File: src/rtl/logic_accum_pkg.sv
// Shared definitions for the streaming bitwise accumulator: fold-mode
// encodings and the controller state type.
package logic_accum_pkg;

    localparam int unsigned MODE_W = 2;

    localparam logic [MODE_W-1:0] MODE_OR  = 2'b00;
    localparam logic [MODE_W-1:0] MODE_AND = 2'b01;
    localparam logic [MODE_W-1:0] MODE_XOR = 2'b10;
    localparam logic [MODE_W-1:0] MODE_NOR = 2'b11;

    typedef enum logic [1:0] {
        IDLE  = 2'd0,
        ACCUM = 2'd1,
        DONE  = 2'd2
    } state_t;

endpackage : logic_accum_pkg

File: src/rtl/logic_accum_bitwise_op.sv
// bitwise_op: combinational two-operand WIDTH-bit OR/AND/XOR selector.
// Ports:
//   a, b      operands
//   mode      fold mode; NOR folds with OR (the inversion happens at the output)
//   result_c  combinational result
module bitwise_op
    import logic_accum_pkg::*;
#(
    parameter int unsigned WIDTH = 16
) (
    input  logic [WIDTH-1:0]  a,
    input  logic [WIDTH-1:0]  b,
    input  logic [MODE_W-1:0] mode,
    output logic [WIDTH-1:0]  result_c
);

    // Pure bitwise select, no carries between lanes.
    always_comb begin
        result_c = a | b;
        case (mode)
            MODE_AND: result_c = a & b;
            MODE_XOR: result_c = a ^ b;
            default:  result_c = a | b;
        endcase
    end

endmodule : bitwise_op

File: src/rtl/logic_accum.sv
// logic_accum: streaming bitwise reduction unit. Folds a handshaked burst of
// WIDTH-bit words through OR/AND/XOR/NOR into one result with a zero flag.
// Ports:
//   clk, rst_n                       clock, synchronous active-low reset
//   in_valid/in_ready                input beat handshake
//   in_data, in_last, in_mode        word, end-of-burst, mode (first beat only)
//   out_valid/out_ready              result handshake
//   out_data, out_zero               reduced word and its zero flag
//   out_count, out_ovf               words folded (saturating), overflow flag
module logic_accum
    import logic_accum_pkg::*;
#(
    parameter int unsigned WIDTH     = 16,
    parameter int unsigned MAX_WORDS = 8
) (
    input  logic                             clk,
    input  logic                             rst_n,
    input  logic                             in_valid,
    output logic                             in_ready,
    input  logic [WIDTH-1:0]                 in_data,
    input  logic                             in_last,
    input  logic [MODE_W-1:0]                in_mode,
    output logic                             out_valid,
    input  logic                             out_ready,
    output logic [WIDTH-1:0]                 out_data,
    output logic                             out_zero,
    output logic [$clog2(MAX_WORDS+1)-1:0]   out_count,
    output logic                             out_ovf
);

    localparam int unsigned CNT_W = $clog2(MAX_WORDS + 1);

    state_t              state;
    logic [WIDTH-1:0]    acc;
    logic [MODE_W-1:0]   mode_q;
    logic [CNT_W-1:0]    count;
    logic                ovf;

    logic                accept_c;
    logic [WIDTH-1:0]    fold_c;
    logic [WIDTH-1:0]    acc_nxt_c;
    logic [MODE_W-1:0]   mode_nxt_c;
    logic [CNT_W-1:0]    cnt_nxt_c;
    logic                ovf_nxt_c;
    logic [WIDTH-1:0]    res_c;

    assign accept_c = in_valid && in_ready;

    bitwise_op #(.WIDTH(WIDTH)) u_op (
        .a        (acc),
        .b        (in_data),
        .mode     (mode_q),
        .result_c (fold_c)
    );

    // Next accumulator contents for an accepted beat; also gives the final
    // result directly so out_data can be registered on the last beat.
    always_comb begin
        acc_nxt_c  = acc;
        mode_nxt_c = mode_q;
        cnt_nxt_c  = count;
        ovf_nxt_c  = ovf;
        if (state == IDLE) begin
            acc_nxt_c  = in_data;
            mode_nxt_c = in_mode;
            cnt_nxt_c  = CNT_W'(1);
            ovf_nxt_c  = 1'b0;
        end else if (count < CNT_W'(MAX_WORDS)) begin
            acc_nxt_c = fold_c;
            cnt_nxt_c = count + CNT_W'(1);
        end else begin
            // Saturated: beat is consumed but not folded.
            ovf_nxt_c = 1'b1;
        end
        res_c = (mode_nxt_c == MODE_NOR) ? ~acc_nxt_c : acc_nxt_c;
    end

    // Controller, datapath registers and registered handshake/result outputs.
    always_ff @(posedge clk) begin
        if (!rst_n) begin
            state     <= IDLE;
            acc       <= '0;
            mode_q    <= MODE_OR;
            count     <= '0;
            ovf       <= 1'b0;
            in_ready  <= 1'b0;
            out_valid <= 1'b0;
            out_data  <= '0;
            out_zero  <= 1'b1;
            out_count <= '0;
            out_ovf   <= 1'b0;
        end else begin
            case (state)
                IDLE, ACCUM: begin
                    in_ready <= 1'b1;
                    if (accept_c) begin
                        acc    <= acc_nxt_c;
                        mode_q <= mode_nxt_c;
                        count  <= cnt_nxt_c;
                        ovf    <= ovf_nxt_c;
                        if (in_last) begin
                            state     <= DONE;
                            in_ready  <= 1'b0;
                            out_valid <= 1'b1;
                            out_data  <= res_c;
                            out_zero  <= (res_c == '0);
                            out_count <= cnt_nxt_c;
                            out_ovf   <= ovf_nxt_c;
                        end else begin
                            state <= ACCUM;
                        end
                    end
                end
                DONE: begin
                    if (out_ready) begin
                        state     <= IDLE;
                        out_valid <= 1'b0;
                        in_ready  <= 1'b1;
                    end
                end
                default: begin
                    state    <= IDLE;
                    in_ready <= 1'b1;
                end
            endcase
        end
    end

endmodule : logic_accum

File: config.mk
export PLATFORM = sky130hd
export DESIGN_NAME = logic_accum
export DESIGN_NICKNAME = d
export VERILOG_FILES = /design/src/rtl/logic_accum_pkg.sv /design/src/rtl/logic_accum_bitwise_op.sv /design/src/rtl/logic_accum.sv
export SDC_FILE = /design/constraint.sdc
export NUM_CORES = 1
export LEC_CHECK = 0
export ABC_AREA = 1
export CAP_MARGIN = 30
export CORE_ASPECT_RATIO = 1.4
export CORE_MARGIN = 1.5
export CORE_UTILIZATION = 55
export CTS_CLUSTER_SIZE = 24
export DETAILED_ROUTE_END_ITERATION = 16
export DONT_BUFFER_PORTS = 1
export PLACE_DENSITY = 0.79
export SETUP_SLACK_MARGIN = 0.5
export SYNTH_ARGS = -nofsm -noshare
export SYNTH_HDL_FRONTEND = slang
export SYNTH_SLANG_ARGS = --single-unit
export TNS_END_PERCENT = 30
File: constraint.sdc
create_clock -name clk -period 2.59 [get_ports clk]
set_clock_uncertainty 0.1 [all_clocks]
set_input_delay 0.518 -clock clk [delete_from_list [all_inputs] [get_ports clk]]
set_output_delay 0.518 -clock clk [all_outputs]
set_load 0.03 [all_outputs]
==> flow_metrics.env, run 1 <==
export IMPL_status="completed"
export IMPL_grt_max_degree=33
export IMPL_cts_root_buf="clkbuf_8"
export IMPL_synth_cells=529
export IMPL_core_sq_um=5904
export IMPL_ys_top_cells_by_area="dfxtp_1 (29%), nand2_1 (18%), ha_1 (13%), a21oi_1 (8.6%), inv_1 (7.1%)"
export IMPL_syn_avg_cell_area_sq_um=6.414
export IMPL_slew_violations=0
export IMPL_hold_buffers=0
export IMPL_rows=33
export IMPL_layout_nets=584
export IMPL_fin_tns_setup_ps=0
export IMPL_drive_above_1_share_pct=8.539
export IMPL_hpwl_um=5833
export IMPL_wl_per_cell_um=14.75
export IMPL_drtAntennaViolNets=0
export IMPL_ios=47
export IMPL_routed_via_density=5.683
export IMPL_power_leakage_nw=1.884
export IMPL_synth_compound_area_share_pct=18.77
export IMPL_clkSinkCount=49
export IMPL_arrival_ps=2110
export IMPL_vias=3393
export IMPL_worstHoldStart="out_ready"
export IMPL_initialDrtViolationCount=256
export IMPL_slowest_stage="dfxtp_2"
export IMPL_synthTopCellsByCount="nand2_1 (162), inv_1 (64), a21oi_1 (58), dfxtp_1 (49), o21ai_0 (45)"
export IMPL_fmax_mhz=512.7
export IMPL_yosys_area_share_simple_pct=27.14
export IMPL_post_route_min_period_ps=1950
export IMPL_min_path_type="primary input to flop"
export IMPL_cts_buffers=5
export IMPL_drc_errors=0
export IMPL_rsz0062_at_grt="no"
export IMPL_totalPowerFinal_mw=2.012
export IMPL_finalHoldViolCount=0
export IMPL_die_area_sq_um=6656
export IMPL_r2r_cells=13
export IMPL_port_buffers=0
export IMPL_synth_most_common_cell="nand2_1"
export IMPL_antenna_found_initial=0
export IMPL_holdPathStages=1
export IMPL_crit_start="mode_q[0]"
export IMPL_fillers=543
export IMPL_clkLatencyLatePin_ps=310
export IMPL_yosysSeqAreaShare_pct=28.91
export IMPL_synth_warnings=0
export IMPL_die_width_um=69.39
export IMPL_cts_buffer_depth=2
export IMPL_async_flop_share_pct=0
export IMPL_ys_seq_elements=49
export IMPL_synth_xor_area_share_pct=0
export IMPL_synth_top_area_share_pct=28.91
export IMPL_required_ps=2750
export IMPL_setup_ws_ps=639.5
export IMPL_holdPathEnd="out_valid"
export IMPL_clk_pin_slew_ps=90
export IMPL_overflow=0
export IMPL_track_usage_pct=26.08
export IMPL_place_area_sq_um=3387
export IMPL_start_util_pct=57.47
export IMPL_cpPeakStageDelay_ps=350
export IMPL_fin_area_sq_um=3640
export IMPL_first_global_vias=3210
export IMPL_fin_crit_sh_pct=75.31
export IMPL_cap_violations=0
export IMPL_synth_fa_ha_area_share_pct=12.91
export IMPL_synth_cell_types=28
export IMPL_r2r_start="mode_q[0]"
export IMPL_critPathTopFamily="simple AND/OR/NAND/NOR gates"
export IMPL_path_max_fanout=13
export IMPL_synth_main_ff_cell="dfxtp_1"
export IMPL_gp_congestion=0.8979
export IMPL_cts_tree="yes"
export IMPL_die_h_um=95.94
export IMPL_area_growth_pct=7.264
export IMPL_synth_top_area_cell="dfxtp_1"
export IMPL_dpl_worst_slack_ps=322.5
export IMPL_antennaDiodeCount=0
export IMPL_rrSetupSlack_ps=640
export IMPL_wl_um=8806
export IMPL_critPathKind="flop to flop"
export IMPL_synth_edff_count=0
export IMPL_slew_headroom_pct=43.81
export IMPL_path_cells="inv_2 > ha_4 > buf_4 > inv_6 > nand3_1 > nand3_1 > nand2_1 > nand3_1 > nand2_1 > nand3_1 > nor2_1 > nand3_1 > nand2_1"
export IMPL_worstMarginPinSlew_ps=842.0
export IMPL_grt_pass1_wl_um=14210
export IMPL_crit_path_frequent_cell="nand3_1"
export IMPL_peakVddDrop_v=0.0003363
export IMPL_firstDrtPassIters=6
export IMPL_syn_area_sq_um=3393
export IMPL_cp_num_buf_inv=3
export IMPL_mappedNetlistNets=587
export IMPL_power_density_nw_per_um2=552.9
export IMPL_synth_top_family_by_area="simple AND/OR/NAND/NOR gates"
export IMPL_cts_max_level=2
export IMPL_cp_end_kind="flop"
export IMPL_timing_hold_ws_ps=217.1
export IMPL_cp_start_kind="flop"
export IMPL_synthMuxAreaShare_pct=0
export IMPL_setup_violations=0
export IMPL_r2r_end="out_zero"
## cell families (layout without fill, tap and decap cells)
group / count (synthesis) / in the layout
AO/OA/AOI/OAI: 121 / 121
adder cells (fa/ha/maj): 35 / 35
buffers and inverters: 96 / 94
flip-flops: 49 / 49
AND/OR/NAND/NOR: 228 / 228
## sequential cells by signal (all words and copies together), names as in the netlist
signal,flops
acc,16
count,4
in_ready,1
mode_q,2
out_count,4
out_data,16
out_ovf,1
out_valid,1
out_zero,1
ovf,1
state,2
## power by group
part / internal (mW) / switching, mW
registers: 0.803 / 0.0713
clock network: 0.315 / 0.270
logic: 0.195 / 0.358
total: 1.31 / 0.699
## cell type report
class | instances | area [sq um] | area share [%]
Clock buffer | 7 | 86.33 | 2.372
Sequential cell | 49 | 984.7 | 27.05
Inverter | 68 | 270.3 | 7.425
Tap cell | 70 | 87.58 | 2.406
Multi-Input combinational cell | 384 | 2023 | 55.59
Clock inverter | 1 | 30.03 | 0.8250
Timing Repair Buffer | 16 | 140.1 | 3.850
Timing Repair inverter | 2 | 17.52 | 0.4813
## metal layers
layer  routed length (um)  track usage [%]  vias to the layer above
li1                     -                -                     1682
met1                 3705            31.10                     1544
met2                 4274            46.63                      143
met3                  584            4.503                       24
met4                  242            10.46                        0
met5                    0                0                        -
## how the worst max path moves through the flow
stage | to | slack (ps) | cells after the start
2_1_floorplan | out_zero | 740 | 14
3_3_place_gp | out_zero | 370 | 15
3_5_place_dp | out_zero | 320 | 13
4_1_cts | out_zero | 560 | 8
5_1_grt | out_zero | 490 | 16
6_report | out_zero | 640 | 13
## stage by stage
| stage | instances | utilization, % |
|---|---|---|
| 6_report | 597 | 61.64 |
| 5_1_grt | 597 | 61.64 |
| 4_1_cts | 588 | 59.67 |
| 3_5_place_dp | 580 | 57.36 |
| 3_3_place_gp | 580 | 57.36 |
| 2_1_floorplan | 529 | - |
## placed cells by master (no fill, tap or decap), types with 5 or more instances in the layout
cell	synthesis	routed
nand3_1	25	25
buf_4	1	13
a21oi_1	58	58
dfxtp_1	49	46
a31oi_1	5	5
nand2_1	162	162
o21ai_0	45	45
ha_1	35	33
clkbuf_8	0	6
o21ai_1	5	5
nor2_1	33	32
inv_1	64	63
## worst register-to-register path, cell delays in order, from the launching register on
cell	delay, ps
dfxtp_2	350
inv_2	50
ha_4	340
buf_4	170
inv_6	70
nand3_1	90
nand3_1	70
nand2_1	100
nand3_1	80
nand2_1	120
nand3_1	90
nor2_1	130
nand3_1	80
nand2_1	50
## timing repair
action                                  CTS  global route
setup buffers                             0             6
pin swaps                                 0             6
gates resized for setup                   5            14
gates cloned                              0             3
endpoints found under the setup margin    9             2
(Power assumes the default switching activity.)
==> inputs of run 2 (changes only) <==
==> constraint.sdc (replaced) <==
create_clock -name clk -period 1.9 [get_ports clk]
set_clock_uncertainty 0.1 [all_clocks]
set_input_delay 0.38 -clock clk [delete_from_list [all_inputs] [get_ports clk]]
set_output_delay 0.38 -clock clk [all_outputs]
set_load 0.03 [all_outputs]
==> run 2 against run 1 <==
Effect of this change: core utilization increased by 7.6 points; combinational power increased by 83%; global-route usage increased by 0.42 points; highest routed layer unchanged; die area unchanged; total power increased by 41%; non-clock buffer count increased by 18; critical path type unchanged; the run now ends with setup timing left; hold slack got worse by 140 ps; flip-flop and latch count unchanged; setup slack got worse by 700 ps; critical endpoint unchanged; cell count increased by 3.0%.
==> flow_metrics.env, run 2 (same netlist as run 1, synthesis figures left out) <==
export IMPL_r2r_end="out_zero"
export IMPL_arrival_ps=2120
export IMPL_regArea_sq_um=993.5
export IMPL_cts_root_buf="clkbuf_8"
export IMPL_core_sq_um=5904
export IMPL_drive_above_1_share_pct=24.04
export IMPL_hpwl_um=5811
export IMPL_layout_nets=602
export IMPL_placed_cells=595
export IMPL_initialDrtViolationCount=252
export IMPL_worstMarginPinSlew_ps=400.4
export IMPL_die_area_sq_um=6656
export IMPL_crit_start="mode_q[0]"
export IMPL_holdPathStages=1
export IMPL_min_path_type="primary input to flop"
export IMPL_routed_via_density=5.725
export IMPL_finish_utilization_pct=69.29
export IMPL_critPathKind="flop to flop"
export IMPL_setup_ws_ps=-56.94
export IMPL_holdPathEnd="out_valid"
export IMPL_fin_cells=615
export IMPL_layout_common_cells="nand2_1 (125), inv_1 (62), a21oi_1 (48)"
export IMPL_peakVddDrop_v=0.0005678
export IMPL_gp_congestion=0.8478
export IMPL_setup_violations=1
export IMPL_clk_pin_slew_ps=100
export IMPL_rows=33
export IMPL_track_usage_pct=26.50
export IMPL_drtAntennaViolNets=0
export IMPL_antenna_found_initial=0
export IMPL_fillers=463
export IMPL_post_route_min_period_ps=1957
export IMPL_path_max_fanout=7
export IMPL_overflow=0
export IMPL_firstDrtPassIters=6
export IMPL_power_leakage_nw=2.032
export IMPL_cap_violations=0
export IMPL_multi_input_area_sq_um=2240
export IMPL_drc_errors=0
export IMPL_rsz0062_at_grt="yes"
export IMPL_wl_um=9514
export IMPL_start_util_pct=57.47
export IMPL_antennaDiodeCount=0
export IMPL_first_global_vias=3198
export IMPL_ios=47
export IMPL_cp_start_kind="flop"
export IMPL_port_buffers=0
export IMPL_worstHoldStart="out_ready"
export IMPL_finalHoldViolCount=0
export IMPL_vias=3521
export IMPL_slew_headroom_pct=73.27
export IMPL_fmax_mhz=511.0
export IMPL_cp_end_kind="flop"
export IMPL_cts_buffer_depth=2
export IMPL_hold_buffers=0
export IMPL_largestRegisters="acc: 16 flops, out_data: 16 flops"
export IMPL_r2r_start="mode_q[0]"
export IMPL_grt_pass1_wl_um=14230
export IMPL_cts_tree="yes"
export IMPL_grt_max_degree=34
export IMPL_fin_crit_sh_pct=103.0
export IMPL_status="complete, but fails checks"
export IMPL_r2r_cells=14
export IMPL_rrSetupSlack_ps=-60
export IMPL_clkSinkCount=49
export IMPL_die_width_um=69.39
export IMPL_area_growth_pct=20.58
export IMPL_cts_max_level=2
export IMPL_violations="setup timing"
export IMPL_clkLatencyLatePin_ps=320
export IMPL_slew_violations=0
export IMPL_die_h_um=95.94
export IMPL_power_density_nw_per_um2=692.9
export IMPL_required_ps=2070
export IMPL_layout_commonest_cell="nand2_1"
export IMPL_cts_buffers=5
export IMPL_wl_per_cell_um=15.47
-- run 2: cell count changes in the layout (fill, tap and decap cells not counted), sizes merged --
cell / previous run / this run
clkinvlp: 0 / 1
clkbuf: 7 / 5
bufinv: 1 / 0
clkinv: 1 / 3
buf: 16 / 34
-- run 2: worst max-delay path by stage --
| stage | endpoint | slack, ps |
|---|---|---|
| floorplan | out_zero | 240 |
| global placement | out_zero | 70 |
| detailed placement | out_zero | 50 |
| CTS | out_zero | 100 |
| global route | out_zero | -190 |
| finish | out_zero | -60 |
-- run 2: area by class of cell --
class | count | share of cell area (%)
clock buffer | 5 | 1.682
clock inverter | 3 | 0.4281
inverter | 68 | 6.606
multi-input combinational | 384 | 54.74
sequential | 49 | 24.28
tap | 70 | 2.141
timing repair buffer | 34 | 9.633
timing repair inverter | 2 | 0.4893
-- run 2: where the power goes --
group	leakage, nW	internal, mW	switching, mW
clock	0.0439	0.255	0.375
sequential	0.405	1.09	0.0998
combinational	1.58	0.407	0.603
-- run 2: metrics by stage --
stage | hold WS [ps] | area, sq um | setup TNS, ps | setup WS, ps | power (mW)
CTS | 71.07 | 3836 | 0 | 95.33 | 2.676
detailed placement | 401.0 | 3581 | 0 | 51.64 | 1.969
finish | 75.00 | 4091 | -56.94 | -56.94 | 2.835
global route | 93.25 | 4091 | -409.6 | -186.0 | 3.000
floorplan | 378.6 | 3451 | 0 | 239.8 | 1.775
global placement | 391.1 | 3581 | 0 | 72.58 | 1.947
-- run 2: repair_timing --
item,4_1_cts,5_1_grt
setup buffers,4,5
gates cloned,1,2
endpoints found under the setup margin,37,42
pin swaps,23,48
resized for setup,30,76
-- run 2: per-layer routing --
layer / wire, um / GRT usage (%)
met1: 3749 / 30.31
met2: 4641 / 48.00
met4: 443 / 12.42
met3: 679 / 4.712
met5: 0 / 0
-- run 2: critical path: stages (launching register included) --
cell and delay, ps:
dfxtp_2 360, inv_2 60, ha_4 350, clkinv_8 90, nor2_1 100, nor2_1 50
nand2_1 80, nand2_2 60, nand3_1 90, nand2_1 100, nor2_4 140, nand2_2 80
nor2_1 110, nand3_1 90, nand2_1 70
